==> src/rtl/oled_disp_sched.sv <==
// oled_disp_sched: shares one IIC byte-triple writer between the init sequencer, screen
// clear, static label writer and live-data writer. After power-up it runs
// init -> clear -> static once, then runs data refresh passes on a periodic tick or a
// new-sample pulse.
// Optional feature macro: OLED_AUTO_REINIT_EN (forced re-init every REINIT_CNT data passes).
module oled_disp_sched #(
  parameter int unsigned CLK_FREQ   = 50_000_000,
  parameter int unsigned PWRUP_MS   = 20,
  parameter int unsigned REFRESH_MS = 500,
  parameter int unsigned REINIT_CNT = 64
) (
  input  logic        sys_clk,
  input  logic        rst_n,
  input  logic        data_update,
  output logic        init_req,
  input  logic [23:0] init_data,
  input  logic        init_finish,
  output logic        clear_req,
  input  logic [23:0] clear_data,
  input  logic        clear_finish,
  output logic        static_req,
  input  logic [23:0] static_data,
  input  logic        static_finish,
  output logic        data_req,
  input  logic [23:0] data_data,
  input  logic        data_finish,
  output logic        iic_wr_req,
  output logic [23:0] iic_wr_data,
  input  logic        iic_write_done,
  output logic        client_wr_done,
  output logic        busy
);

  // Cycle counts are computed in 64 bits: REFRESH_MS*CLK_FREQ overflows 32 bits at 50 MHz.
  localparam longint unsigned PWRUP_CYC   = 64'(PWRUP_MS) * 64'(CLK_FREQ) / 64'd1000;
  localparam longint unsigned REFRESH_CYC = 64'(REFRESH_MS) * 64'(CLK_FREQ) / 64'd1000;
  localparam int PW = (PWRUP_CYC > 64'd1) ? $clog2(PWRUP_CYC) : 1;
  localparam int RW = (REFRESH_CYC > 64'd1) ? $clog2(REFRESH_CYC) : 1;
  localparam logic [PW-1:0] PWRUP_LAST   = PW'(PWRUP_CYC - 64'd1);
  localparam logic [RW-1:0] REFRESH_LAST = RW'(REFRESH_CYC - 64'd1);

  typedef enum logic [2:0] {
    S_PWRUP, S_INIT, S_CLEAR, S_STATIC, S_WAIT, S_DATA
  } state_t;

  state_t          state_q, state_d;
  logic [PW-1:0]   pwrup_cnt;
  logic [RW-1:0]   refresh_cnt;
  logic            tick;
  logic            pend;
  logic            pend_clr;

`ifdef OLED_AUTO_REINIT_EN
  localparam logic [7:0] REINIT_TGT = 8'(REINIT_CNT);
  logic [7:0] pass_cnt;
  logic       reinit_hit;

  // The pass that brings the count up to REINIT_CNT is the one that diverts to init.
  assign reinit_hit = ((pass_cnt + 8'd1) == REINIT_TGT);

  // Pass counter: counts finished data passes, restarts when a re-init is taken.
  always_ff @(posedge sys_clk or negedge rst_n) begin
    if (!rst_n)
      pass_cnt <= '0;
    else if (state_q == S_DATA && data_finish)
      pass_cnt <= reinit_hit ? 8'd0 : pass_cnt + 8'd1;
  end
`else
  // REINIT_CNT has no effect without auto re-init; both builds keep one parameter list.
  if (REINIT_CNT == 0) begin : g_reinit_unused
  end
`endif

  assign tick = (refresh_cnt == REFRESH_LAST);

  // State register.
  always_ff @(posedge sys_clk or negedge rst_n) begin
    if (!rst_n) state_q <= S_PWRUP;
    else        state_q <= state_d;
  end

  // Power-up delay: counts only while in S_PWRUP, so re-entry always waits the full time.
  always_ff @(posedge sys_clk or negedge rst_n) begin
    if (!rst_n)                 pwrup_cnt <= '0;
    else if (state_q == S_PWRUP) pwrup_cnt <= pwrup_cnt + PW'(1);
    else                        pwrup_cnt <= '0;
  end

  // Free-running refresh timer, wrapping once per refresh period.
  always_ff @(posedge sys_clk or negedge rst_n) begin
    if (!rst_n)    refresh_cnt <= '0;
    else if (tick) refresh_cnt <= '0;
    else           refresh_cnt <= refresh_cnt + RW'(1);
  end

  // Pending-refresh flag: a new request in the same cycle as the clear must not be lost.
  always_ff @(posedge sys_clk or negedge rst_n) begin
    if (!rst_n) pend <= 1'b0;
    else        pend <= tick | data_update | (pend & ~pend_clr);
  end

  // Next-state logic; each *_finish only counts in its own state.
  always_comb begin
    state_d  = state_q;
    pend_clr = 1'b0;
    case (state_q)
      S_PWRUP:  if (pwrup_cnt == PWRUP_LAST) state_d = S_INIT;
      S_INIT:   if (init_finish)             state_d = S_CLEAR;
      S_CLEAR:  if (clear_finish)            state_d = S_STATIC;
      S_STATIC: if (static_finish)           state_d = S_WAIT;
      S_WAIT: begin
        if (pend) begin
          state_d  = S_DATA;
          pend_clr = 1'b1;
        end
      end
      S_DATA: begin
        if (data_finish) begin
`ifdef OLED_AUTO_REINIT_EN
          state_d = reinit_hit ? S_INIT : S_WAIT;
`else
          state_d = S_WAIT;
`endif
        end
      end
      default:  state_d = S_PWRUP;
    endcase
  end

  // Grants are registered from the next state so they rise on state entry.
  always_ff @(posedge sys_clk or negedge rst_n) begin
    if (!rst_n) begin
      init_req   <= 1'b0;
      clear_req  <= 1'b0;
      static_req <= 1'b0;
      data_req   <= 1'b0;
    end else begin
      init_req   <= (state_d == S_INIT);
      clear_req  <= (state_d == S_CLEAR);
      static_req <= (state_d == S_STATIC);
      data_req   <= (state_d == S_DATA);
    end
  end

  // Write channel mux; finish masks the request so no new IIC start slips in before req falls.
  always_comb begin
    iic_wr_data = '0;
    iic_wr_req  = 1'b0;
    case (state_q)
      S_INIT: begin
        iic_wr_data = init_data;
        iic_wr_req  = init_req & ~init_finish;
      end
      S_CLEAR: begin
        iic_wr_data = clear_data;
        iic_wr_req  = clear_req & ~clear_finish;
      end
      S_STATIC: begin
        iic_wr_data = static_data;
        iic_wr_req  = static_req & ~static_finish;
      end
      S_DATA: begin
        iic_wr_data = data_data;
        iic_wr_req  = data_req & ~data_finish;
      end
      default: begin
        iic_wr_data = '0;
        iic_wr_req  = 1'b0;
      end
    endcase
  end

  assign client_wr_done = iic_write_done & (init_req | clear_req | static_req | data_req);
  assign busy           = (state_q != S_WAIT);

endmodule
==> config.mk <==
export PLATFORM = sky130hd
export DESIGN_NAME = oled_disp_sched
export DESIGN_NICKNAME = d
export VERILOG_FILES = /design/src/rtl/oled_disp_sched.sv
export SDC_FILE = /design/constraint.sdc
export NUM_CORES = 1
export LEC_CHECK = 0
export BUFFER_PORTS_ARGS = -buffer_cell sky130_fd_sc_hd__buf_2
export CORE_ASPECT_RATIO = 0.75
export CORE_UTILIZATION = 50
export DETAILED_ROUTE_END_ITERATION = 6
export PLACE_DENSITY = 0.88
export SLEW_MARGIN = 0
export SYNTH_ARGS = -nofsm -noshare
export SYNTH_HDL_FRONTEND = slang
export SYNTH_SLANG_ARGS = --single-unit
==> constraint.sdc <==
create_clock -name sys_clk -period 4.7 [get_ports sys_clk]
set_clock_uncertainty 0.15 [all_clocks]
set_input_delay 0.47 -clock sys_clk [delete_from_list [all_inputs] [get_ports sys_clk]]
set_output_delay 0.47 -clock sys_clk [all_outputs]
set_load 0.05 [all_outputs]
# Word-level counts from Yosys, hierarchy flattened
# Cells that the tools add are included.
# W data, S select, Z words.
dict set report word_totals {
  out_inout_bits 31
  memories 0
  latch_bits 0
  rom_bits 0
  ff_bits 53
  ramBits 0
}
dict set report classes {
  order_cmp 0
  eq_ne 12
  div 0
  n_reduce_logical 1
  mul 0
  shifts 0
  n_bitwise 16
  mux 13
  n_addsub 2
}
# cell count
set op_table {}
lappend op_table {{$pmux W24 S4} 1}
lappend op_table {{$add A25 B1 Y25 const B} 1}
lappend op_table {{$eq A25 B25 Y1 const B} 1}
lappend op_table {{$mux W25} 1}
lappend op_table {{$add A20 B1 Y20 const B} 1}
lappend op_table {{$eq A20 B20 Y1 const B} 1}
lappend op_table {{$mux W20} 1}
lappend op_table {{$mux W3} 6}
lappend op_table {{$pmux W3 S6} 1}
lappend op_table {{$eq A3 B2 Y1 const B} 4}
lappend op_table {{$eq A3 B3 Y1 const B} 3}
lappend op_table {{$and A1 B1 Y1} 6}
lappend op_table {{$eq A3 B1 Y1 const B} 2}
lappend op_table {{$not A1 Y1} 5}
lappend op_table {{$or A1 B1 Y1} 5}
lappend op_table {{$pmux W1 S4} 1}
lappend op_table {{$logic_not A3 Y1} 1}
lappend op_table {{$ne A3 B3 Y1 const B} 1}
lappend op_table {{$mux W1} 2}

# Longest topological paths before layout
# Gate-level depths: netlist of the first run.
dict set report logic_depth {
  depth_word 5
  ltp_mapped 6
}

# Worst setup path after synthesis of the first run
# No wires, ideal clock.
dict set report synth_path {
  path_kind {flip-flop to output port}
  start {register state_q[1]}
  end {output iic_wr_data[0]}
  t_arrival_ns 1.779
  path_buffers 2
  setup_slack_ns 2.301
  stages_incl_launch_ff 6
  path_cell_list {dfrtp_1 -> clkbuf_1 -> nor3b_1 -> clkbuf_1 -> a22oi_1 -> nand2_1}
}
dict set report synth_between {
  elab_chain_cells 2
  elab_cells_between_ends 5
  cone_classes {4 x eq/ne; 1 x mux}
}
# item line
set synth_rtl {}
lappend synth_rtl {{from (decl)} 46} ;# state_t state_q, state_d;
lappend synth_rtl {{from (signal assigned)} 79} ;# else state_q <= state_d;
lappend synth_rtl {{$eq A3 B3 Y1, or another cell as far along} 149} ;# case (state_q)
lappend synth_rtl {{$pmux W24 S4 *} 149}
lappend synth_rtl {{to (decl)} 28} ;# output logic [23:0] iic_wr_data,
# Every way passes the cells marked *; elsewhere a longest branch is shown, timed or not.

# Final worst setup path of the first run
dict set report layout_path {
  start {register state_q[0]}
  end {output iic_wr_req}
}
dict set report layout_between {
  elab_chain_cells 2
  elab_cells_between_ends 5
  cone_classes {4 x eq/ne; 1 x mux}
}
# item line
set layout_rtl {}
lappend layout_rtl {{$eq A3 B3 Y1, or another cell as far along} 149}
lappend layout_rtl {{$pmux W1 S4 *} 149}
lappend layout_rtl {{to (decl)} 27} ;# output logic iic_wr_req,
# Marked as above.

==> results of run 1 <==
## worst max-delay path, delay by kind of cell, from the launching register on
family | cells | cell delay, ns
buffers and inverters | 2 | 0.57
DFF | 1 | 0.54
and+or+nand+nor | 4 | 0.58
## worst max-delay path by stage
stage                           to    startpoint  slack [ns]
floorplan           iic_wr_data[0]    state_q[1]        2.30
global route        iic_wr_data[9]    state_q[2]        2.01
global placement        iic_wr_req    state_q[0]        2.50
finish                  iic_wr_req    state_q[0]        2.09
detailed placement   pwrup_cnt[18]  pwrup_cnt[0]        2.42
CTS                     iic_wr_req    state_q[0]        2.11
## through the flow
step                      hold WS (ns)  worst slack [ns]  power, mW  std cells
after global routing             0.169              2.01       1.34        559
after CTS                        0.140              2.11       1.29        559
after floorplan                 0.0244              2.30      0.879        353
after global placement           0.309              2.50       1.03        551
after detailed placement         0.329              2.42       1.04        551
final                            0.114              2.09       1.29        559
## sequential cells by signal, indices dropped and copies added, names as in the netlist
signal	cells
clear_req	1
pend	1
state_q	3
static_req	1
data_req	1
pwrup_cnt	20
init_req	1
refresh_cnt	25
## cell usage after synthesis (all sizes together), types with 2 or more instances
master | number | share of area [%]
dfrtp | 53 | 42
a22oi | 48 | 11
nand2 | 41 | 4.9
nor2 | 24 | 2.9
a21oi | 17 | 2.7
clkbuf | 17 | 2.1
nand3 | 17 | 3.4
xor2 | 12 | 3.3
o21ai | 11 | 1.7
or3 | 11 | 2.2
xnor2 | 11 | 3.1
nand2b | 9 | 1.8
or4 | 9 | 2.3
nand4 | 8 | 1.6
inv | 7 | 0.83
nor3 | 7 | 1.1
nor4 | 7 | 1.4
and4 | 4 | 1.1
o31ai | 4 | 0.95
and3 | 3 | 0.63
nand3b | 3 | 0.71
nor2b | 3 | 0.60
nor3b | 3 | 0.71
nor4b | 3 | 0.83
buf | 2 | 0.48
ha | 2 | 0.79
o41ai | 2 | 0.56
or2 | 2 | 0.40
## cell type report
type                            count  share of cell area (%)
Multi-Input combinational cell    274                    43.4
Sequential cell                    53                    33.4
Timing Repair Buffer              139                    17.8
Tap cell                           78                    2.46
Clock buffer                        6                    1.83
Inverter                            7                   0.662
Clock inverter                      2                   0.378
## kinds of logic (layout without fill, tap and decap cells)
group | count (synthesis) | in the layout | synth area share [%]
and+or+nand+nor | 158 | 158 | 27.5
AOI/OAI and AO/OA | 90 | 90 | 19.5
DFF | 53 | 53 | 42.0
adders and majority gates | 2 | 2 | 0.793
xor gates and xnor gates | 23 | 23 | 6.39
buffers and inverters | 26 | 154 | 3.41
muxes | 1 | 1 | 0.317
## placed cells by master, fill, tap and decap left out, types with 5 or more instances in the layout
| cell | count |
|---|---|
| sky130_fd_sc_hd__nor4_1 | 7 |
| sky130_fd_sc_hd__xnor2_1 | 11 |
| sky130_fd_sc_hd__dfrtp_1 | 53 |
| sky130_fd_sc_hd__a21oi_1 | 17 |
| sky130_fd_sc_hd__a22oi_1 | 48 |
| sky130_fd_sc_hd__nand4_1 | 8 |
| sky130_fd_sc_hd__o21ai_0 | 11 |
| sky130_fd_sc_hd__nand3_1 | 14 |
| sky130_fd_sc_hd__inv_1 | 7 |
| sky130_fd_sc_hd__or3_1 | 11 |
| sky130_fd_sc_hd__or4_1 | 8 |
| sky130_fd_sc_hd__buf_4 | 5 |
| sky130_fd_sc_hd__buf_2 | 134 |
| sky130_fd_sc_hd__nand2_1 | 41 |
| sky130_fd_sc_hd__clkbuf_8 | 5 |
| sky130_fd_sc_hd__xor2_1 | 12 |
| sky130_fd_sc_hd__nor3_1 | 7 |
| sky130_fd_sc_hd__nor2_1 | 24 |
| sky130_fd_sc_hd__nand2b_1 | 9 |
## metal layers
| metal | vias to the layer above | GRT usage (%) |
|---|---|---|
| li1 | 1571 | - |
| met1 | 1621 | 38.1 |
| met2 | 134 | 46.0 |
| met3 | 15 | 5.70 |
| met4 | 0 | 8.38 |
| met5 | - | 0 |
## power breakdown
| group | switching (mW) | internal (mW) |
|---|---|---|
| clock | 0.159 | 0.105 |
| sequential | 0.0189 | 0.467 |
| combinational | 0.401 | 0.143 |
==> flow_summary.html, run 1 <==
<table>
<tr><th>Metric</th><th>Value</th></tr>
<tr><th colspan="2">Worst setup path</th></tr>
<tr><td>Critical path endpoint category</td><td>primary output</td></tr>
<tr><td>Arrival time worst endpoint</td><td>1.99 ns</td></tr>
<tr><td>Cell chain of the critical path</td><td>nor3b_2 &gt; buf_4 &gt; nor2b_1 &gt; nand2_1 &gt; nand4_1 &gt; buf_2</td></tr>
<tr><td>Reg2Reg Setup Slack</td><td>between 2 and 2.5 ns</td></tr>
<tr><td>Class of the most critical setup path</td><td>register to primary output</td></tr>
<tr><td>Crit path max fanout</td><td>25</td></tr>
<tr><td>Launching element type of the critical path</td><td>register</td></tr>
<tr><td>Origin of the critical flop-to-flop path</td><td>pwrup_cnt[0]</td></tr>
<tr><td>Largest incremental delay on the critical path</td><td>between 0.5 and 0.6 ns</td></tr>
<tr><td>Reg-to-reg critical path endpoint</td><td>pwrup_cnt[16]</td></tr>
<tr><td>Reg2reg path depth</td><td>5</td></tr>
<tr><td>Critical Path Slowest Stage Cell</td><td>sky130_fd_sc_hd__dfrtp_1</td></tr>
<tr><td>Required time worst endpoint</td><td>just over 4 ns</td></tr>
<tr><th colspan="2">Synth</th></tr>
<tr><td>Syn Area/Cell</td><td>just under 9 um^2</td></tr>
<tr><td>Part of the Yosys area used for sequential elements</td><td>a little over two fifths</td></tr>
<tr><td>Proportion of register bits with asynchronous set or reset after synthesis</td><td>100%</td></tr>
<tr><td>Instance count of the mapped netlist</td><td>between 300 and 400</td></tr>
<tr><td>Combined area of all synthesized cells</td><td>around 3200 um^2</td></tr>
<tr><td>Primary FF master, synth</td><td>sky130_fd_sc_hd__dfrtp_1</td></tr>
<tr><td>Synth Net Count</td><td>around 460</td></tr>
<tr><td>Number of enable-type register cells in the synthesized netlist</td><td>0</td></tr>
<tr><td>Number of warnings issued by yosys</td><td>0</td></tr>
<tr><td>Distinct cell type count after synthesis</td><td>47</td></tr>
<tr><td>Synthesis-stage register bit count</td><td>53</td></tr>
<tr><th colspan="2">Routing</th></tr>
<tr><td>Met3 Routed Length</td><td>~600 um</td></tr>
<tr><td>Top layer in use</td><td>met4</td></tr>
<tr><td>Post-detailed-routing wire length</td><td>slightly above 9 mm</td></tr>
<tr><td>Initial detailed-routing violation count</td><td>about 200</td></tr>
<tr><td>First-pass iteration count of the detailed router</td><td>5</td></tr>
<tr><td>Met1 Routed Length</td><td>a little under 4 mm</td></tr>
<tr><td>Drt drc</td><td>0</td></tr>
<tr><td>Via density per instance</td><td>approximately 6.0</td></tr>
<tr><td>DR WL met2</td><td>between 4 and 5 mm</td></tr>
<tr><td>Routed Antenna Nets</td><td>0</td></tr>
<tr><td>Detailed-route wire length per cell</td><td>16.6 um</td></tr>
<tr><td>Total via count in the routed design</td><td>~3300</td></tr>
<tr><th colspan="2">Global route</th></tr>
<tr><td>Number of global-route vias before repair</td><td>3101</td></tr>
<tr><td>Pin count of the biggest net entering global routing</td><td>between 50 and 60</td></tr>
<tr><td>Wire length of the first global-routing pass</td><td>approximately 15 mm</td></tr>
<tr><td>Global router's overall resource usage</td><td>28.2%</td></tr>
<tr><td>Antenna violations before repair</td><td>0</td></tr>
<tr><td>Global route overflow</td><td>0</td></tr>
<tr><th colspan="2">Layout</th></tr>
<tr><td>Post-layout net count</td><td>about 590</td></tr>
<tr><td>Antenna Cells</td><td>0</td></tr>
<tr><td>Fraction of final layout cells sized beyond drive strength 1</td><td>between 30% and 40%</td></tr>
<tr><td>Area of combinational cells with multiple inputs</td><td>roughly 1700 um^2</td></tr>
<tr><td>Fillers</td><td>a little over 500</td></tr>
<tr><td>Area of all placed cells without fillers</td><td>between 3000 and 4000 um^2</td></tr>
<tr><td>Area taken by flip-flops and latches</td><td>roughly 1300 um^2</td></tr>
<tr><td>Utilization after layout</td><td>66.8%</td></tr>
<tr><td>Area Overhead vs Synth</td><td>25.9%</td></tr>
<tr><th colspan="2">CTS</th></tr>
<tr><td>Hold bufs inserted after CTS</td><td>0</td></tr>
<tr><td>Clock latency on the worst-skew pair</td><td>just over 0.3 ns</td></tr>
<tr><td>Clock tree from TritonCTS</td><td>yes</td></tr>
<tr><td>Inserted Clock Buffers</td><td>5</td></tr>
<tr><td>H-Tree Level Count</td><td>2</td></tr>
<tr><td>Number of instances resized during post-cts repair</td><td>0</td></tr>
<tr><td>Root buffer cell</td><td>sky130_fd_sc_hd__clkbuf_8</td></tr>
<tr><td>Clock net sink count</td><td>53</td></tr>
<tr><td>CTS Buffer Depth</td><td>2</td></tr>
<tr><td>Post CTS Setup Buffer Count</td><td>0</td></tr>
<tr><td>Clock transition at the registers of the reported paths</td><td>around 0.10 ns</td></tr>
<tr><th colspan="2">Floorplanning</th></tr>
<tr><td>Die width</td><td>about 94 um</td></tr>
<tr><td>Vertical die dimension</td><td>between 70 and 80 um</td></tr>
<tr><td>Rows</td><td>24</td></tr>
<tr><td>Core ar.</td><td>around 6000 um^2</td></tr>
<tr><td>Floorplan die area</td><td>roughly 6600 um^2</td></tr>
<tr><td>Starting density of the core</td><td>approximately 53%</td></tr>
<tr><td>I/O pin count</td><td>135</td></tr>
<tr><th colspan="2">STA</th></tr>
<tr><td>Fmax</td><td>383 MHz</td></tr>
<tr><td>Relative slew slack</td><td>between 30 and 40%</td></tr>
<tr><td>Final setup vio count</td><td>0</td></tr>
<tr><td>Share of the clock period used by the worst path</td><td>approximately 56%</td></tr>
<tr><td>Worst Tran Pin Value</td><td>~1 ns</td></tr>
<tr><td>Final Max Slew Viols</td><td>0</td></tr>
<tr><td>Unrepaired setup endpoints after global routing</td><td>no</td></tr>
<tr><td>Final Critical Period</td><td>about 2.6 ns</td></tr>
<tr><td>Final Hold Violating Endpoints</td><td>0</td></tr>
<tr><td>Setup total negative slack</td><td>0 ns</td></tr>
<tr><th colspan="2">Place</th></tr>
<tr><td>Placed wire-length estimate after detailed placement</td><td>around 7.1 mm</td></tr>
<tr><td>IO buf count</td><td>approximately 130</td></tr>
<tr><td>Placer's final routability congestion estimate</td><td>about 0.86</td></tr>
<tr><td>Total placed instance area</td><td>a little under 4000 um^2</td></tr>
<tr><th colspan="2">Pwr</th></tr>
<tr><td>Static leakage</td><td>about 1.8 nW</td></tr>
<tr><td>Power density of the placed cells</td><td>326 nW/um^2</td></tr>
<tr><td>VDD IR max</td><td>0.000201 V</td></tr>
<tr><th colspan="2">Outcome</th></tr>
<tr><td>Status</td><td>finished clean</td></tr>
<tr><th colspan="2">Job</th></tr>
<tr><td>Max-Cap Viols</td><td>0</td></tr>
<tr><th colspan="2">Hold path</th></tr>
<tr><td>Worst hold path class</td><td>primary input to async pin</td></tr>
</table>
Power figures use the tool's default switching activity.
==> run 2, diff against run 1 <==
--- a/config.mk
+++ b/config.mk
@@ -5,11 +5,12 @@
 export SDC_FILE = /design/constraint.sdc
 export NUM_CORES = 1
 export LEC_CHECK = 0
+export ABC_AREA = 1
 export BUFFER_PORTS_ARGS = -buffer_cell sky130_fd_sc_hd__buf_2
 export CORE_ASPECT_RATIO = 0.75
-export CORE_UTILIZATION = 50
+export CORE_UTILIZATION = 45
 export DETAILED_ROUTE_END_ITERATION = 6
-export PLACE_DENSITY = 0.88
+export PLACE_DENSITY = 0.82
 export SLEW_MARGIN = 0
 export SYNTH_ARGS = -nofsm -noshare
 export SYNTH_HDL_FRONTEND = slang
==> constraint.sdc (replaced) <==
create_clock -name sys_clk -period 2.3 [get_ports sys_clk]
set_clock_uncertainty 0.15 [all_clocks]
set_input_delay 0.23 -clock sys_clk [delete_from_list [all_inputs] [get_ports sys_clk]]
set_output_delay 0.23 -clock sys_clk [all_outputs]
set_load 0.05 [all_outputs]
==> flow_summary.html, run 2 <==
<table>
<tr><th>Metric</th><th>Value</th></tr>
<tr><th colspan="2">Outcome</th></tr>
<tr><td>Status</td><td>finished clean</td></tr>
<tr><th colspan="2">Synth</th></tr>
<tr><td>Part of the Yosys area used for sequential elements</td><td>36.1% (-5.9 points)</td></tr>
<tr><td>Combined area of all synthesized cells</td><td>3670 um^2 (+16%)</td></tr>
<tr><td>Synthesis-stage register bit count</td><td>53 (unchanged)</td></tr>
<tr><td>Library cell with the largest summed area after synthesis</td><td>sky130_fd_sc_hd__dfrtp_1</td></tr>
<tr><td>Most common cell in the synthesized netlist</td><td>sky130_fd_sc_hd__nand2_1</td></tr>
<tr><td>Number of enable-type register cells in the synthesized netlist</td><td>0 (unchanged)</td></tr>
<tr><td>Cell types with the highest counts after synthesis</td><td>sky130_fd_sc_hd__nand2_1, sky130_fd_sc_hd__nor2_1, sky130_fd_sc_hd__inv_1</td></tr>
<tr><td>Proportion of register bits with asynchronous set or reset after synthesis</td><td>100% (unchanged)</td></tr>
<tr><td>Synth Net Count</td><td>663 (+44%)</td></tr>
<tr><td>Distinct cell type count after synthesis</td><td>29 (-38%)</td></tr>
<tr><td>Post-synth top area share</td><td>36.1% (-5.9 points)</td></tr>
<tr><td>Syn Area/Cell</td><td>6.59 um^2 (-26%)</td></tr>
<tr><td>Top post-synthesis cells by area</td><td>sky130_fd_sc_hd__dfrtp_1, sky130_fd_sc_hd__nand2_1, sky130_fd_sc_hd__nor2_1</td></tr>
<tr><td>Number of warnings issued by yosys</td><td>0 (unchanged)</td></tr>
<tr><td>Instance count of the mapped netlist</td><td>557 (+58%)</td></tr>
<tr><td>Primary FF master, synth</td><td>sky130_fd_sc_hd__dfrtp_1</td></tr>
<tr><th colspan="2">Layout</th></tr>
<tr><td>Post-layout net count</td><td>802 (+37%)</td></tr>
<tr><td>Most flops, register</td><td>refresh_cnt</td></tr>
<tr><td>Registers with the most flip-flops</td><td>refresh_cnt: 25 flops, pwrup_cnt: 20 flops, state_q: 3 flops</td></tr>
<tr><td>Utilization after layout</td><td>58.7% (-8.1 points)</td></tr>
<tr><td>Area Overhead vs Synth</td><td>26.0% (about the same)</td></tr>
<tr><td>Area of combinational cells with multiple inputs</td><td>1980 um^2 (+15%)</td></tr>
<tr><td>Fraction of final layout cells sized beyond drive strength 1</td><td>25.1% (-7.3 points)</td></tr>
<tr><td>Area taken by flip-flops and latches</td><td>1330 um^2 (unchanged)</td></tr>
<tr><td>Top library cells by usage in the layout, fill and taps aside</td><td>sky130_fd_sc_hd__nand2_1, sky130_fd_sc_hd__buf_2, sky130_fd_sc_hd__nor2_1</td></tr>
<tr><td>Commonest non-fill, non-tap cell in the layout</td><td>sky130_fd_sc_hd__nand2_1</td></tr>
<tr><td>Antenna Cells</td><td>0 (unchanged)</td></tr>
<tr><td>Fillers</td><td>742 (+47%)</td></tr>
<tr><td>Area of all placed cells without fillers</td><td>4630 um^2 (+16%)</td></tr>
<tr><td>Flip-flop count of the largest register, all copies and words added</td><td>25 (unchanged)</td></tr>
<tr><th colspan="2">Hold path</th></tr>
<tr><td>HP Start</td><td>static_finish</td></tr>
<tr><td>Worst hold path class</td><td>primary input to register</td></tr>
<tr><td>Number of cells traversed by the worst hold path</td><td>3</td></tr>
<tr><td>Hold endpoint</td><td>state_q[2]</td></tr>
<tr><th colspan="2">Global route</th></tr>
<tr><td>Global route overflow</td><td>0 (unchanged)</td></tr>
<tr><td>Antenna violations before repair</td><td>0 (unchanged)</td></tr>
<tr><td>Pin count of the biggest net entering global routing</td><td>34 (-37%)</td></tr>
<tr><td>Wire length of the first global-routing pass</td><td>17.3 mm (+18%)</td></tr>
<tr><td>Number of global-route vias before repair</td><td>3598 (+16%)</td></tr>
<tr><td>Global router's overall resource usage</td><td>25.6% (-2.6 points)</td></tr>
<tr><th colspan="2">Floorplanning</th></tr>
<tr><td>Rows</td><td>28 (+17%)</td></tr>
<tr><td>Core ar.</td><td>7880 um^2 (+33%)</td></tr>
<tr><td>Vertical die dimension</td><td>80.2 um (+13%)</td></tr>
<tr><td>I/O pin count</td><td>135 (unchanged)</td></tr>
<tr><td>Floorplan die area</td><td>8530 um^2 (+29%)</td></tr>
<tr><td>Starting density of the core</td><td>46.6% (-6.5 points)</td></tr>
<tr><td>Die width</td><td>106 um (+13%)</td></tr>
<tr><th colspan="2">Routing</th></tr>
<tr><td>Initial detailed-routing violation count</td><td>435 (+120%)</td></tr>
<tr><td>Drt drc</td><td>0 (unchanged)</td></tr>
<tr><td>Routed Antenna Nets</td><td>0 (unchanged)</td></tr>
<tr><td>Post-detailed-routing wire length</td><td>10.8 mm (+17%)</td></tr>
<tr><td>Detailed-route wire length per cell</td><td>13.5 um (-19%)</td></tr>
<tr><td>Total via count in the routed design</td><td>4115 (+23%)</td></tr>
<tr><td>Via density per instance</td><td>5.13 (-14%)</td></tr>
<tr><td>First-pass iteration count of the detailed router</td><td>5 (unchanged)</td></tr>
<tr><th colspan="2">STA</th></tr>
<tr><td>Final Hold Violating Endpoints</td><td>0 (unchanged)</td></tr>
<tr><td>Relative slew slack</td><td>50.6% (+18 points)</td></tr>
<tr><td>Final Critical Period</td><td>around 2.2 ns</td></tr>
<tr><td>Final worst-path setup slack</td><td>0.134 ns (-1.95 ns)</td></tr>
<tr><td>Setup total negative slack</td><td>0 ns (unchanged)</td></tr>
<tr><td>Final Max Slew Viols</td><td>0 (unchanged)</td></tr>
<tr><td>Share of the clock period used by the worst path</td><td>between 90% and 100%</td></tr>
<tr><td>Final setup vio count</td><td>0 (unchanged)</td></tr>
<tr><td>Unrepaired setup endpoints after global routing</td><td>no</td></tr>
<tr><td>Fmax</td><td>462 MHz</td></tr>
<tr><td>Worst Tran Pin Value</td><td>0.740 ns (-0.261 ns)</td></tr>
<tr><th colspan="2">Place</th></tr>
<tr><td>Total placed instance area</td><td>4470 um^2 (+15%)</td></tr>
<tr><td>Placer's final routability congestion estimate</td><td>0.892 (+4.3%)</td></tr>
<tr><td>Placed wire-length estimate after detailed placement</td><td>8.74 mm (+23%)</td></tr>
<tr><td>IO buf count</td><td>134 (unchanged)</td></tr>
<tr><td>Setup slack at placement</td><td>0.375 ns (-2.04 ns)</td></tr>
<tr><th colspan="2">Worst setup path</th></tr>
<tr><td>Reg2reg path depth</td><td>6 (+1)</td></tr>
<tr><td>Class of the most critical setup path</td><td>register to primary output</td></tr>
<tr><td>Arrival time worst endpoint</td><td>1.79 ns (-0.20 ns)</td></tr>
<tr><td>Crit path max fanout</td><td>24 (-4.0%)</td></tr>
<tr><td>Reg-to-reg critical path endpoint</td><td>refresh_cnt[24]</td></tr>
<tr><td>Cell chain of the critical path</td><td>inv_1 &gt; nand3_1 &gt; buf_4 &gt; o2111ai_1 &gt; buf_2</td></tr>
<tr><td>Reg2Reg Setup Slack</td><td>0.54 ns (-1.86 ns)</td></tr>
<tr><td>Critical Path Slowest Stage Cell</td><td>sky130_fd_sc_hd__dfrtp_1</td></tr>
<tr><td>Required time worst endpoint</td><td>1.92 ns (-2.16 ns)</td></tr>
<tr><td>Critical path endpoint category</td><td>primary output</td></tr>
<tr><td>Origin of the critical flop-to-flop path</td><td>refresh_cnt[0]</td></tr>
<tr><td>Largest incremental delay on the critical path</td><td>0.44 ns (-0.10 ns)</td></tr>
<tr><td>Launching element type of the critical path</td><td>register</td></tr>
<tr><th colspan="2">CTS</th></tr>
<tr><td>H-Tree Level Count</td><td>2 (unchanged)</td></tr>
<tr><td>Clock tree from TritonCTS</td><td>yes</td></tr>
<tr><td>Clock latency on the worst-skew pair</td><td>0.30 ns (about the same)</td></tr>
<tr><td>Root buffer cell</td><td>sky130_fd_sc_hd__clkbuf_8</td></tr>
<tr><td>Clock transition at the registers of the reported paths</td><td>0.10 ns (about the same)</td></tr>
<tr><td>Post CTS Setup Buffer Count</td><td>0 (unchanged)</td></tr>
<tr><td>Inserted Clock Buffers</td><td>5 (unchanged)</td></tr>
<tr><td>CTS Buffer Depth</td><td>2 (unchanged)</td></tr>
<tr><td>Clock net sink count</td><td>53 (unchanged)</td></tr>
<tr><th colspan="2">Pwr</th></tr>
<tr><td>VDD IR max</td><td>0.000571 V (+180%)</td></tr>
<tr><td>Power density of the placed cells</td><td>839 nW/um^2 (+160%)</td></tr>
<tr><td>Post-route total power</td><td>3.88 mW (+200%)</td></tr>
<tr><td>Static leakage</td><td>2.35 nW (+27%)</td></tr>
<tr><th colspan="2">Job</th></tr>
<tr><td>Max-Cap Viols</td><td>0 (unchanged)</td></tr>
</table>
-- run 2: worst max path at each step --
| stage | start | end | cells past startpoint |
|---|---|---|---|
| 6_report | state_q[1] | iic_wr_data[9] | 5 |
| 5_1_grt | state_q[0] | iic_wr_data[0] | 6 |
| 3_5_place_dp | state_q[2] | iic_wr_data[5] | 7 |
| 4_1_cts | state_q[2] | iic_wr_data[5] | 7 |
| 2_1_floorplan | static_req | client_wr_done | 2 |
| 3_3_place_gp | state_q[2] | iic_wr_data[2] | 7 |
-- run 2: layout make-up --
class | count | area share, %
multi-input combinational | 411 | 42.8
sequential | 53 | 28.7
clock buffer | 7 | 1.87
timing repair buffer | 142 | 16.3
tap | 105 | 2.84
clock inverter | 1 | 0.649
inverter | 83 | 6.79
-- run 2: kinds of logic (layout without fill, tap and decap cells) --
logic type      after synthesis  count (layout)  synth area share, %
simple gates                342             342                 39.6
buf+inv                      93             233                 9.91
compound gates               53              53                 10.4
flops                        53              53                 36.1
xor+xnor                     14              14                 3.34
fa+ha+maj                     2               2                0.681
-- run 2: timing repair --
item                                   4_1_cts  5_1_grt
endpoints found under the hold margin       32        0
setup endpoints to repair                    0       25
gates resized for setup                      0       13
hold buffers                                 2        0
-- run 2: report_power, final --
part           total [mW]  switching [mW]  leakage [nW]  internal (mW)
registers            1.07          0.0664         0.714           1.00
logic                2.15            1.62          1.58          0.536
clock network       0.656           0.300        0.0585          0.355
-- run 2: per-layer routing --
metal | up-vias | wire length, um | track usage [%]
met5 | - | 0 | 0
met4 | 0 | 59 | 3.19
met3 | 6 | 856 | 4.06
met2 | 171 | 5150 | 43.2
met1 | 1898 | 4770 | 35.5
li1 | 2040 | - | -
-- run 2: through the flow --
stage / std cells / hold slack [ns]
global route: 802 / 0.0552
detailed placement: 792 / 0.183
floorplan: 557 / -0.216
CTS: 802 / 0.0480
finish: 802 / 0.0508
global placement: 792 / 0.178
-- run 2: critical path, delay by kind of cell, from the launching register on --
kind                   cells  cell delay [ns]
buffers and inverters      3             0.69
DFF                        1             0.44
AOI/OAI and AO/OA          1             0.24
and+or+nand+nor            1             0.11
==> run 3, diff against run 2 <==
--- a/config.mk
+++ b/config.mk
@@ -8,9 +8,9 @@
 export ABC_AREA = 1
 export BUFFER_PORTS_ARGS = -buffer_cell sky130_fd_sc_hd__buf_2
 export CORE_ASPECT_RATIO = 0.75
-export CORE_UTILIZATION = 45
+export CORE_UTILIZATION = 50
 export DETAILED_ROUTE_END_ITERATION = 6
-export PLACE_DENSITY = 0.82
+export PLACE_DENSITY = 0.86
 export SLEW_MARGIN = 0
 export SYNTH_ARGS = -nofsm -noshare
 export SYNTH_HDL_FRONTEND = slang
==> constraint.sdc (replaced) <==
create_clock -name sys_clk -period 2.4 [get_ports sys_clk]
set_clock_uncertainty 0.15 [all_clocks]
set_input_delay 0.24 -clock sys_clk [delete_from_list [all_inputs] [get_ports sys_clk]]
set_output_delay 0.24 -clock sys_clk [all_outputs]
set_load 0.05 [all_outputs]
==> flow_summary.html, run 3 (same netlist as run 2, synthesis figures left out) <==
<table>
<tr><th>Metric</th><th>Value</th></tr>
<tr><th colspan="2">Layout</th></tr>
<tr><td>Area Overhead vs Synth</td><td>24.7%</td></tr>
<tr><td>Fillers</td><td>641 (-14%)</td></tr>
<tr><td>Fraction of final layout cells sized beyond drive strength 1</td><td>24.9% (-0.25 points)</td></tr>
<tr><td>Area of all placed cells without fillers</td><td>4580 um^2 (-1.0%)</td></tr>
<tr><td>Post-layout net count</td><td>801 (-0.12%)</td></tr>
<tr><td>Commonest non-fill, non-tap cell in the layout</td><td>sky130_fd_sc_hd__nand2_1</td></tr>
<tr><td>Flip-flop count of the largest register, all copies and words added</td><td>25 (unchanged)</td></tr>
<tr><td>Most flops, register</td><td>refresh_cnt</td></tr>
<tr><td>Registers with the most flip-flops</td><td>refresh_cnt: 25 flops, pwrup_cnt: 20 flops, state_q: 3 flops</td></tr>
<tr><td>Top library cells by usage in the layout, fill and taps aside</td><td>sky130_fd_sc_hd__nand2_1, sky130_fd_sc_hd__buf_2, sky130_fd_sc_hd__nor2_1</td></tr>
<tr><td>Utilization after layout</td><td>65.8% (+7.1 points)</td></tr>
<tr><th colspan="2">STA</th></tr>
<tr><td>Share of the clock period used by the worst path</td><td>between 90% and 100%</td></tr>
<tr><td>Final Max Slew Viols</td><td>0 (unchanged)</td></tr>
<tr><td>Final Hold Violating Endpoints</td><td>0 (unchanged)</td></tr>
<tr><td>Setup total negative slack</td><td>0 ns (unchanged)</td></tr>
<tr><td>Final Critical Period</td><td>2.24 ns</td></tr>
<tr><td>Fmax</td><td>between 400 and 500 MHz</td></tr>
<tr><td>Relative slew slack</td><td>70.5% (+20 points)</td></tr>
<tr><td>Worst Tran Pin Value</td><td>0.443 ns (-0.297 ns)</td></tr>
<tr><td>Unrepaired setup endpoints after global routing</td><td>no</td></tr>
<tr><td>Final setup vio count</td><td>0 (unchanged)</td></tr>
<tr><th colspan="2">Pwr</th></tr>
<tr><td>Power density of the placed cells</td><td>786 nW/um^2 (-6.3%)</td></tr>
<tr><td>Proportion of total power due to net switching</td><td>53.1% (+2.0 points)</td></tr>
<tr><td>Portion of total power attributed to the clock network</td><td>14.1% (-2.8 points)</td></tr>
<tr><td>Static leakage</td><td>2.32 nW (-1.1%)</td></tr>
<tr><td>Combinational power share</td><td>57.6% (+2.1 points)</td></tr>
<tr><td>Post-route total power</td><td>3.60 mW (-7.2%)</td></tr>
<tr><td>VDD IR max</td><td>0.000662 V (+16%)</td></tr>
<tr><td>Internal power of the cells</td><td>1.69 mW (-11%)</td></tr>
<tr><td>Switching power total</td><td>1.91 mW (-3.7%)</td></tr>
<tr><td>Seq pwr share</td><td>28.4% (+0.8 points)</td></tr>
<tr><th colspan="2">Floorplanning</th></tr>
<tr><td>Starting density of the core</td><td>52.7% (+6.2 points)</td></tr>
<tr><td>Rows</td><td>26 (-7.1%)</td></tr>
<tr><td>Floorplan die area</td><td>7700 um^2 (-9.8%)</td></tr>
<tr><td>Die width</td><td>101 um (-5.0%)</td></tr>
<tr><td>Core ar.</td><td>6960 um^2 (-12%)</td></tr>
<tr><td>I/O pin count</td><td>135 (unchanged)</td></tr>
<tr><td>Vertical die dimension</td><td>76.2 um (-5.0%)</td></tr>
<tr><th colspan="2">Worst setup path</th></tr>
<tr><td>Reg-to-reg critical path endpoint</td><td>refresh_cnt[13]</td></tr>
<tr><td>Critical path endpoint category</td><td>primary output</td></tr>
<tr><td>Reg2Reg Setup Slack</td><td>0.63 ns (+0.09 ns)</td></tr>
<tr><td>Origin of the critical flop-to-flop path</td><td>refresh_cnt[0]</td></tr>
<tr><td>Arrival time worst endpoint</td><td>1.85 ns (+0.06 ns)</td></tr>
<tr><td>Launching element type of the critical path</td><td>register</td></tr>
<tr><td>Class of the most critical setup path</td><td>register to primary output</td></tr>
<tr><td>Required time worst endpoint</td><td>2.01 ns (+0.09 ns)</td></tr>
<tr><td>Crit path max fanout</td><td>24 (unchanged)</td></tr>
<tr><td>Reg2reg path depth</td><td>6 (unchanged)</td></tr>
<tr><th colspan="2">Place</th></tr>
<tr><td>Placer's final routability congestion estimate</td><td>0.937 (+5.0%)</td></tr>
<tr><td>Placed wire-length estimate after detailed placement</td><td>8.57 mm (-1.9%)</td></tr>
<tr><td>IO buf count</td><td>134 (unchanged)</td></tr>
<tr><td>Total placed instance area</td><td>4460 um^2 (-0.20%)</td></tr>
<tr><th colspan="2">Routing</th></tr>
<tr><td>First-pass iteration count of the detailed router</td><td>5 (unchanged)</td></tr>
<tr><td>Post-detailed-routing wire length</td><td>10.9 mm (+0.50%)</td></tr>
<tr><td>Initial detailed-routing violation count</td><td>270 (-38%)</td></tr>
<tr><td>Via density per instance</td><td>5.21 (+1.5%)</td></tr>
<tr><td>Routed Antenna Nets</td><td>0 (unchanged)</td></tr>
<tr><td>Total via count in the routed design</td><td>4141 (+0.63%)</td></tr>
<tr><td>Detailed-route wire length per cell</td><td>13.7 um (+1.4%)</td></tr>
<tr><td>Drt drc</td><td>0 (unchanged)</td></tr>
<tr><th colspan="2">Hold path</th></tr>
<tr><td>Number of cells traversed by the worst hold path</td><td>3 (unchanged)</td></tr>
<tr><td>HP Start</td><td>data_update</td></tr>
<tr><td>Worst hold path class</td><td>primary input to register</td></tr>
<tr><td>Hold endpoint</td><td>pend</td></tr>
<tr><th colspan="2">CTS</th></tr>
<tr><td>Inserted Clock Buffers</td><td>5 (unchanged)</td></tr>
<tr><td>Clock tree from TritonCTS</td><td>yes</td></tr>
<tr><td>Post CTS Setup Buffer Count</td><td>0 (unchanged)</td></tr>
<tr><td>Clock net sink count</td><td>53 (unchanged)</td></tr>
<tr><td>H-Tree Level Count</td><td>2 (unchanged)</td></tr>
<tr><td>Clock transition at the registers of the reported paths</td><td>0.10 ns (about the same)</td></tr>
<tr><td>Root buffer cell</td><td>sky130_fd_sc_hd__clkbuf_8</td></tr>
<tr><td>Clock latency on the worst-skew pair</td><td>0.31 ns (about the same)</td></tr>
<tr><td>CTS Buffer Depth</td><td>2 (unchanged)</td></tr>
<tr><th colspan="2">Global route</th></tr>
<tr><td>Antenna violations before repair</td><td>1 (+1)</td></tr>
<tr><td>Global route overflow</td><td>0 (unchanged)</td></tr>
<tr><td>Global router's overall resource usage</td><td>28.7% (+3.1 points)</td></tr>
<tr><td>Wire length of the first global-routing pass</td><td>17.4 mm (+0.72%)</td></tr>
<tr><td>Pin count of the biggest net entering global routing</td><td>36 (+5.9%)</td></tr>
<tr><td>Number of global-route vias before repair</td><td>3793 (+5.4%)</td></tr>
<tr><th colspan="2">Job</th></tr>
<tr><td>Max-Cap Viols</td><td>0 (unchanged)</td></tr>
<tr><th colspan="2">Outcome</th></tr>
<tr><td>Status</td><td>finished clean</td></tr>
</table>
-- run 3: worst max-delay path, stage by stage (launching register included) --
cell,delay [ns]
sky130_fd_sc_hd__dfrtp_1,0.40
sky130_fd_sc_hd__inv_1,0.16
sky130_fd_sc_hd__nand3_1,0.15
sky130_fd_sc_hd__inv_1,0.10
sky130_fd_sc_hd__buf_6,0.20
sky130_fd_sc_hd__nand2_1,0.07
sky130_fd_sc_hd__o2111ai_1,0.13
sky130_fd_sc_hd__buf_2,0.31
-- run 3: per-stage QoR --
| step | setup slack (ns) | instances | hold WS [ns] |
|---|---|---|---|
| after floorplan | 0.137 | 557 | -0.206 |
| after global placement | 0.465 | 785 | 0.0520 |
| after detailed placement | 0.446 | 785 | 0.0544 |
| after CTS | 0.0892 | 794 | 0.0146 |
| after global routing | 0.0138 | 795 | 0.0387 |
| final | 0.165 | 795 | 0.0311 |
-- run 3: area by class of cell --
class / instances / area [um^2] / area share (%)
Timing Repair Buffer: 141 / 747 / 16.3
Tap cell: 98 / 123 / 2.68
Clock inverter: 1 / 7.51 / 0.164
Antenna cell: 1 / 2.50 / 0.0547
Clock buffer: 7 / 76.3 / 1.67
Inverter: 83 / 314 / 6.86
Multi-Input combinational cell: 411 / 1980 / 43.3
Sequential cell: 53 / 1330 / 29.0
-- run 3: per-layer routing --
layer / up-vias / global-route usage (%) / share of wire (%)
li1: 2039 / - / -
met1: 1888 / 37.7 / 43
met2: 189 / 47.1 / 45
met3: 25 / 6.15 / 9.3
met4: 0 / 9.57 / 2.7
met5: - / 0 / 0
-- run 3: how the worst max path moves through the flow --
stage	startpoint	slack (ns)	cells past startpoint	to
2_1_floorplan	static_req	0.14	2	client_wr_done
6_report	state_q[2]	0.16	7	iic_wr_data[20]
5_1_grt	state_q[2]	0.01	7	iic_wr_data[7]
3_5_place_dp	state_q[2]	0.45	6	iic_wr_data[7]
4_1_cts	state_q[2]	0.09	6	iic_wr_data[7]
3_3_place_gp	state_q[2]	0.47	6	iic_wr_data[7]
-- run 3: power groups by stage --
stage	Sequential, mW	Clock [mW]	Combinational (mW)
2_1_floorplan	1.11	0	1.45
3_5_place_dp	1.04	0	2.03
4_1_cts	1.02	0.509	2.03
6_report	1.02	0.507	2.07
3_3_place_gp	1.03	0	2.00
5_1_grt	1.03	0.547	2.23
-- run 3: what timing repair did --
item / 4_1_cts / 5_1_grt
hold buffers: 1 / 0
resized for setup: 0 / 10
endpoints found under the setup margin: 0 / 12
hold endpoints to repair: 18 / 0
